$ cat src/rtl/pipe_skid_latch_pkg.sv
// Shared pipeline-latch definitions: default entry widths, control-field bit map
// and the occupancy encoding used by the two-entry skid latch.
package pipe_skid_latch_pkg;

    localparam int DATA_W_DEF  = 32;
    localparam int N_DATA_DEF  = 2;
    localparam int CTRL_W_DEF  = 5;
    localparam int SIDE_W_DEF  = 10;
    localparam int ENTRY_W_DEF = N_DATA_DEF * DATA_W_DEF + CTRL_W_DEF + SIDE_W_DEF;

    localparam int CTRL_REGWRITE    = 4;
    localparam int CTRL_MEMREAD     = 3;
    localparam int CTRL_MEMWRITE    = 2;
    localparam int CTRL_MEMTOREG_HI = 1;
    localparam int CTRL_MEMTOREG_LO = 0;

    typedef enum logic [1:0] {
        OCC_EMPTY = 2'd0,
        OCC_ONE   = 2'd1,
        OCC_FULL  = 2'd2
    } occ_e;

    // Control bits that a bubble must clear; with the standard map that is every bit.
    function automatic logic [CTRL_W_DEF-1:0] ctrl_bubble_mask();
        logic [CTRL_W_DEF-1:0] m;
        m = '0;
        m[CTRL_REGWRITE] = 1'b1;
        m[CTRL_MEMREAD]  = 1'b1;
        m[CTRL_MEMWRITE] = 1'b1;
        m[CTRL_MEMTOREG_HI:CTRL_MEMTOREG_LO] = '1;
        return m;
    endfunction

endpackage

$ cat src/rtl/pipe_skid_latch_entry.sv
// One pipeline entry held in a load-enabled register; cleared by synchronous reset.
module pipe_entry_reg
    import pipe_skid_latch_pkg::*;
#(
    parameter int W = ENTRY_W_DEF
) (
    input  logic         clk,
    input  logic         reset,
    input  logic         load,
    input  logic [W-1:0] d,
    output logic [W-1:0] q
);

    always_ff @(posedge clk) begin
        if (reset) begin
            q <= '0;
        end else if (load) begin
            q <= d;
        end
    end

endmodule

$ cat src/rtl/pipe_skid_latch.sv
// Two-entry (head + skid) pipeline stage latch with flush-to-bubble, kill and a
// registered in_ready so upstream never sees a combinational path from out_ready.
//
// state     | meaning
// OCC_EMPTY | nothing held, out_valid low
// OCC_ONE   | head valid, skid free, in_ready high
// OCC_FULL  | head and skid valid, in_ready low
module pipe_skid_latch
    import pipe_skid_latch_pkg::*;
#(
    parameter int DATA_W = DATA_W_DEF,
    parameter int N_DATA = N_DATA_DEF,
    parameter int CTRL_W = CTRL_W_DEF,
    parameter int SIDE_W = SIDE_W_DEF
) (
    input  logic                     clk,
    input  logic                     reset,
    input  logic                     in_valid,
    output logic                     in_ready,
    input  logic [N_DATA*DATA_W-1:0] in_data,
    input  logic [CTRL_W-1:0]        in_ctrl,
    input  logic [SIDE_W-1:0]        in_side,
    input  logic                     in_flush,
    input  logic                     kill,
    output logic                     out_valid,
    input  logic                     out_ready,
    output logic [N_DATA*DATA_W-1:0] out_data,
    output logic [CTRL_W-1:0]        out_ctrl,
    output logic [SIDE_W-1:0]        out_side,
    output logic [1:0]               count
);

    localparam int DW = N_DATA * DATA_W;
    localparam int EW = DW + CTRL_W + SIDE_W;

    localparam logic [CTRL_W-1:0] FLUSH_CLR =
        (CTRL_W == CTRL_W_DEF) ? CTRL_W'(ctrl_bubble_mask()) : {CTRL_W{1'b1}};

    occ_e          occ_q;
    occ_e          occ_d;
    occ_e          occ_eff;
    logic          rst_q;
    logic          accept;
    logic          pop;
    logic          head_load;
    logic          skid_load;
    logic          head_from_skid;
    logic [CTRL_W-1:0] ctrl_in_eff;
    logic [EW-1:0] in_entry;
    logic [EW-1:0] head_d;
    logic [EW-1:0] head_q;
    logic [EW-1:0] skid_q;

    // rst_q keeps in_ready low for the cycle that follows a reset edge.
    always_ff @(posedge clk) begin
        if (reset) begin
            occ_q <= OCC_EMPTY;
            rst_q <= 1'b1;
        end else begin
            occ_q <= occ_d;
            rst_q <= 1'b0;
        end
    end

    // An unencoded occupancy value behaves as empty.
    always_comb begin
        occ_eff = OCC_EMPTY;
        case (occ_q)
            OCC_ONE:  occ_eff = OCC_ONE;
            OCC_FULL: occ_eff = OCC_FULL;
            default:  occ_eff = OCC_EMPTY;
        endcase
    end

    assign in_ready  = ~rst_q & (occ_eff != OCC_FULL);
    assign out_valid = (occ_eff != OCC_EMPTY);
    assign count     = occ_eff;
    assign accept    = in_valid & in_ready;
    assign pop       = out_valid & out_ready;

    always_comb begin
        occ_d          = occ_eff;
        head_load      = 1'b0;
        skid_load      = 1'b0;
        head_from_skid = 1'b0;
        if (kill) begin
            occ_d = OCC_EMPTY;
        end else begin
            case (occ_eff)
                OCC_EMPTY: begin
                    if (accept) begin
                        occ_d     = OCC_ONE;
                        head_load = 1'b1;
                    end
                end
                OCC_ONE: begin
                    if (accept && pop) begin
                        head_load = 1'b1;
                    end else if (accept) begin
                        skid_load = 1'b1;
                        occ_d     = OCC_FULL;
                    end else if (pop) begin
                        occ_d = OCC_EMPTY;
                    end
                end
                OCC_FULL: begin
                    if (pop) begin
                        head_load      = 1'b1;
                        head_from_skid = 1'b1;
                        occ_d          = OCC_ONE;
                    end
                end
                default: occ_d = OCC_EMPTY;
            endcase
        end
    end

    assign ctrl_in_eff = in_flush ? (in_ctrl & ~FLUSH_CLR) : in_ctrl;
    assign in_entry    = {in_data, ctrl_in_eff, in_side};
    assign head_d      = head_from_skid ? skid_q : in_entry;

    pipe_entry_reg #(.W(EW)) u_head (
        .clk   (clk),
        .reset (reset),
        .load  (head_load),
        .d     (head_d),
        .q     (head_q)
    );

    pipe_entry_reg #(.W(EW)) u_skid (
        .clk   (clk),
        .reset (reset),
        .load  (skid_load),
        .d     (in_entry),
        .q     (skid_q)
    );

    assign out_data = head_q[EW-1 -: DW];
    assign out_ctrl = out_valid ? head_q[SIDE_W +: CTRL_W] : '0;
    assign out_side = head_q[SIDE_W-1:0];

endmodule
$ cat config.mk
export PLATFORM = sky130hd
export DESIGN_NAME = pipe_skid_latch
export DESIGN_NICKNAME = d
export VERILOG_FILES = /design/src/rtl/pipe_skid_latch_pkg.sv /design/src/rtl/pipe_skid_latch_entry.sv /design/src/rtl/pipe_skid_latch.sv
export SDC_FILE = /design/constraint.sdc
export NUM_CORES = 1
export LEC_CHECK = 0
export BUFFER_PORTS_ARGS = -buffer_cell sky130_fd_sc_hd__buf_2
export CAP_MARGIN = 20
export CORE_MARGIN = 2
export CORE_UTILIZATION = 58
export CTS_CLUSTER_DIAMETER = 120
export CTS_CLUSTER_SIZE = 12
export DETAILED_ROUTE_END_ITERATION = 8
export PLACE_DENSITY = 0.86
export SYNTH_ARGS = -nofsm -noshare
export SYNTH_HDL_FRONTEND = slang
export SYNTH_HIERARCHICAL = 1
export SYNTH_SLANG_ARGS = --single-unit
$ cat constraint.sdc
create_clock -name clk -period 3.4 [get_ports clk]
set_input_delay 0.68 -clock clk [delete_from_list [all_inputs] [get_ports clk]]
set_output_delay 0.68 -clock clk [all_outputs]
set_load 0.02 [all_outputs]
==> implementation parameters <==
Parameter                              Value

Power and ir drop
  Sequential power share ... 44.9%
  Part of the total power dissipated in the clock network ... 46.8%
  P per Cell Area ... 518 nW/um2
  Switching pwr ... 0.956 mW
  Internal power contribution ... 3.39 mW
  Leak ... 3.42 nW
  Share of total power consumed by net switching ... 22.0%
  Worst-case vdd ir drop ... 405 uV
  Comb pwr share ... 8.3%

Critical path
  Largest stage delay on the critical path ... 430 ps
  Worst EP arrival ... 2910 ps
  Slowest-stage cell, CP ... sky130_fd_sc_hd__buf_12
  Cells along the critical path ... inv_1 -> ha_1 -> nor3b_1 -> nand2_1 -> a211oi_4 -> buf_12 -> mux2i_1 -> nor2_1
  Crit path max fanout ... 79
  Worst Setup End Kind ... flop
  Crit Path Category ... flop to flop
  CP required ... 3690 ps
  Nature of the critical path startpoint ... flop

Route
  Wirelength per Cell ... 16.1 um
  Post-route antenna net violation count ... 0
  DRC ... 0
  Vias ... 5058
  DRC violation total after the first TritonRoute iteration ... 286
  Vias per std cell ... 5.35
  Total Wirelength ... 15.2 mm
  Number of optimization iterations in the first detailed-route pass ... 5

Clock network
  TritonCTS clock tree ... yes
  Quantity of gates resized following cts ... 0
  Deepest clock path buffer count ... 2
  TritonCTS Buffers ... 17
  Number of clock sinks ... 161
  Hold_buf cts ... 0
  Buffer type at the clock tree root ... sky130_fd_sc_hd__clkbuf_16
  Post-CTS setup buffer count ... 0
  Clock slew at the register clock pins of the worst setup and hold paths ... 60 ps
  H-tree level count ... 4
  Insertion delay of the later-clocked pin in the worst-skew pair ... 420 ps

Synth
  Synth top area share ... 46.4%
  Synthesis-stage register bit count ... 161
  Post-synthesis async set-or-reset flop share ... 0%
  Top post-synthesis cells by area ... sky130_fd_sc_hd__dfxtp_1 46%, sky130_fd_sc_hd__mux2i_1 23%, sky130_fd_sc_hd__mux2_2 11%
  Cell accounting for the most synthesized area ... sky130_fd_sc_hd__dfxtp_1
  Most used standard cells in the synthesized netlist ... 161 x sky130_fd_sc_hd__dfxtp_1, 160 x sky130_fd_sc_hd__nor2_1, 158 x sky130_fd_sc_hd__mux2i_1, 70 x sky130_fd_sc_hd__mux2_2, 21 x sky130_fd_sc_hd__buf_4
  Cell with the most instances after synthesis ... sky130_fd_sc_hd__dfxtp_1
  Post-Synthesis Net Count ... 730
  Synthesized instance count ... 642
  Dominant register cell in the synthesized netlist ... sky130_fd_sc_hd__dfxtp_1
  Avg Synthesized Cell Area ... 10.8 um2
  Yosys warning total ... 6
  Number of enable-type register cells in the synthesized netlist ... 0
  Number of distinct standard cells referenced by the synthesized netlist ... 28
  Part of the Yosys area used for sequential elements ... 46.4%
  Combined area of all synthesized cells ... 6940 um2

Timing
  Unrepaired setup endpoints after global routing ... false
  Period Utilization, post-route ... 76.9%
  Worst hold slack after final layout ... 486 ps
  Max Clk Rate ... 382 MHz
  # setup viols final ... 0
  Final worst clock skew ... 8.81 ps
  Number of failing hold endpoints at the final stage ... 0
  Headroom to the max-slew limit ... 56.6%
  Total count of max-transition violations in the final report ... 0
  Post-layout min period ... 2620 ps
  Setup total negative slack ... 0 ps
  Worst-margin pin slew ... 651 ps
  Post-route setup slack ... 784 ps

GRT
  Number of global-route vias before repair ... 5245
  Pin count of the biggest net entering global routing ... 112
  GR Util All Layers ... 23.8%
  Overall overflow remaining after global route ... 0
  First-pass GRT wire length ... 24.5 mm
  Initial antenna violation count ... 1

Floorplanning
  Die Area ... 12900 um2
  Die width ... 113 um
  Height of the die ... 113 um
  Initial standard-cell utilization of the core ... 60.0%
  Num rows ... 39
  IO Pins ... 168
  Area of the placeable core ... 11600 um2

Place
  Setup slack after placement ... 799 ps
  Count of input and output buffers ... 167
  Global placement routability congestion ... 0.729
  Dpl hpwl ... 9.63 mm

Finish
  Combined area of the multi-input logic cells ... 3380 um2
  Layout net count ... 876
  Filler cells ... 839
  Area growth from synthesis to final layout ... 20.8%
  Register area ... 3220 um2
  Fraction of final layout cells sized beyond drive strength 1 ... 36.3%

Worst hold path
  Class of the worst hold path ... flop to flop

Run
  Max-capacitance violation count ... 0

Run status
  Run status ... finished, final reports clean
-- state kept, by name, summed over array words and instances (netlist names) --
name / flops
occ_q: 2
rst_q: 1
u_head/q: 79
u_skid/q: 79
-- cell type report --
cell class / count / share of cell area (%)
clock buffers: 21 / 5.73
repair buffers: 175 / 11.4
inverters: 3 / 0.134
well taps: 143 / 2.13
flip-flops and latches: 161 / 38.4
multi-input cells: 430 / 40.3
diodes: 1 / 0.0298
clock inverters: 11 / 1.88
-- path summary, 6_finish.rpt --
path	startpoint	endpoint	slack [ps]	cells past startpoint
hold reg to reg	u_head/q[10]	u_head/q[10]	490	2
setup reg to reg	occ_q[0]	u_skid/q[77]	780	8
setup / recovery	occ_q[0]	u_skid/q[77]	780	8
hold / removal	u_head/q[10]	u_head/q[10]	490	2
-- critical path, delay by kind of cell, from the launching register on --
family,cells,cell delay (ps)
AOI/OAI and AO/OA,1,220
buffers and inverters,2,490
adders and majority gates,1,320
muxes,1,310
and+or+nand+nor,3,650
DFF,1,330
-- stage by stage --
stage                     instances  instance area, um2  util [%]  total power [mW]
after floorplan                 642                6940         -              2.22
after global placement          911                7720      66.7              2.33
after detailed placement        911                7720      66.7              2.35
after CTS                       943                8360      72.2              4.38
after global routing            944                8380      72.5              4.48
final                           945                8390      72.5              4.35
-- power groups by stage --
stage | combinational (mW) | sequential [mW] | clock [mW]
3_3_place_gp | 0.341 | 1.99 | 0
6_report | 0.362 | 1.95 | 2.03
2_1_floorplan | 0.193 | 2.03 | 0
5_1_grt | 0.393 | 1.95 | 2.13
4_1_cts | 0.360 | 1.95 | 2.07
3_5_place_dp | 0.357 | 1.99 | 0
-- routing by layer --
metal	global-route usage [%]	up-vias	share of wire [%]
met5	0	-	0
met4	9.02	0	1.4
met3	7.33	18	5.8
met2	41.6	139	51
met1	27.3	2433	42
li1	-	2468	-
-- kinds of logic (layout without fill, tap and decap cells) --
| logic type | after synthesis | in the layout | synth area share [%] |
|---|---|---|---|
| flip-flops | 161 | 161 | 46.4 |
| buffers and inverters | 51 | 210 | 5.34 |
| multiplexers | 238 | 238 | 36.3 |
| AO/OA/AOI/OAI | 9 | 9 | 0.937 |
| adder cells (fa/ha/maj) | 3 | 3 | 0.541 |
| other | 0 | 1 | 0 |
| AND/OR/NAND/NOR | 180 | 180 | 10.5 |
-- cell usage in the layout, fill, tap and decap left out, types with 2 or more instances in the layout --
cell	Yosys	routed
sky130_fd_sc_hd__mux2_2	70	70
sky130_fd_sc_hd__buf_12	2	3
sky130_fd_sc_hd__clkbuf_8	0	4
sky130_fd_sc_hd__nor2_1	160	160
sky130_fd_sc_hd__nor2b_1	9	9
sky130_fd_sc_hd__nand2_1	3	3
sky130_fd_sc_hd__buf_4	21	5
sky130_fd_sc_hd__nand3_1	2	2
sky130_fd_sc_hd__inv_1	3	3
sky130_fd_sc_hd__dfxtp_1	161	161
sky130_fd_sc_hd__buf_2	6	166
sky130_fd_sc_hd__ha_1	3	3
sky130_fd_sc_hd__mux2i_1	158	158
sky130_fd_sc_hd__bufinv_16	0	4
sky130_fd_sc_hd__and2b_1	2	2
sky130_fd_sc_hd__clkinv_2	0	6
sky130_fd_sc_hd__mux2_4	10	10
sky130_fd_sc_hd__clkbuf_16	0	17
No activity file was read; power rests on OpenSTA's default activity.
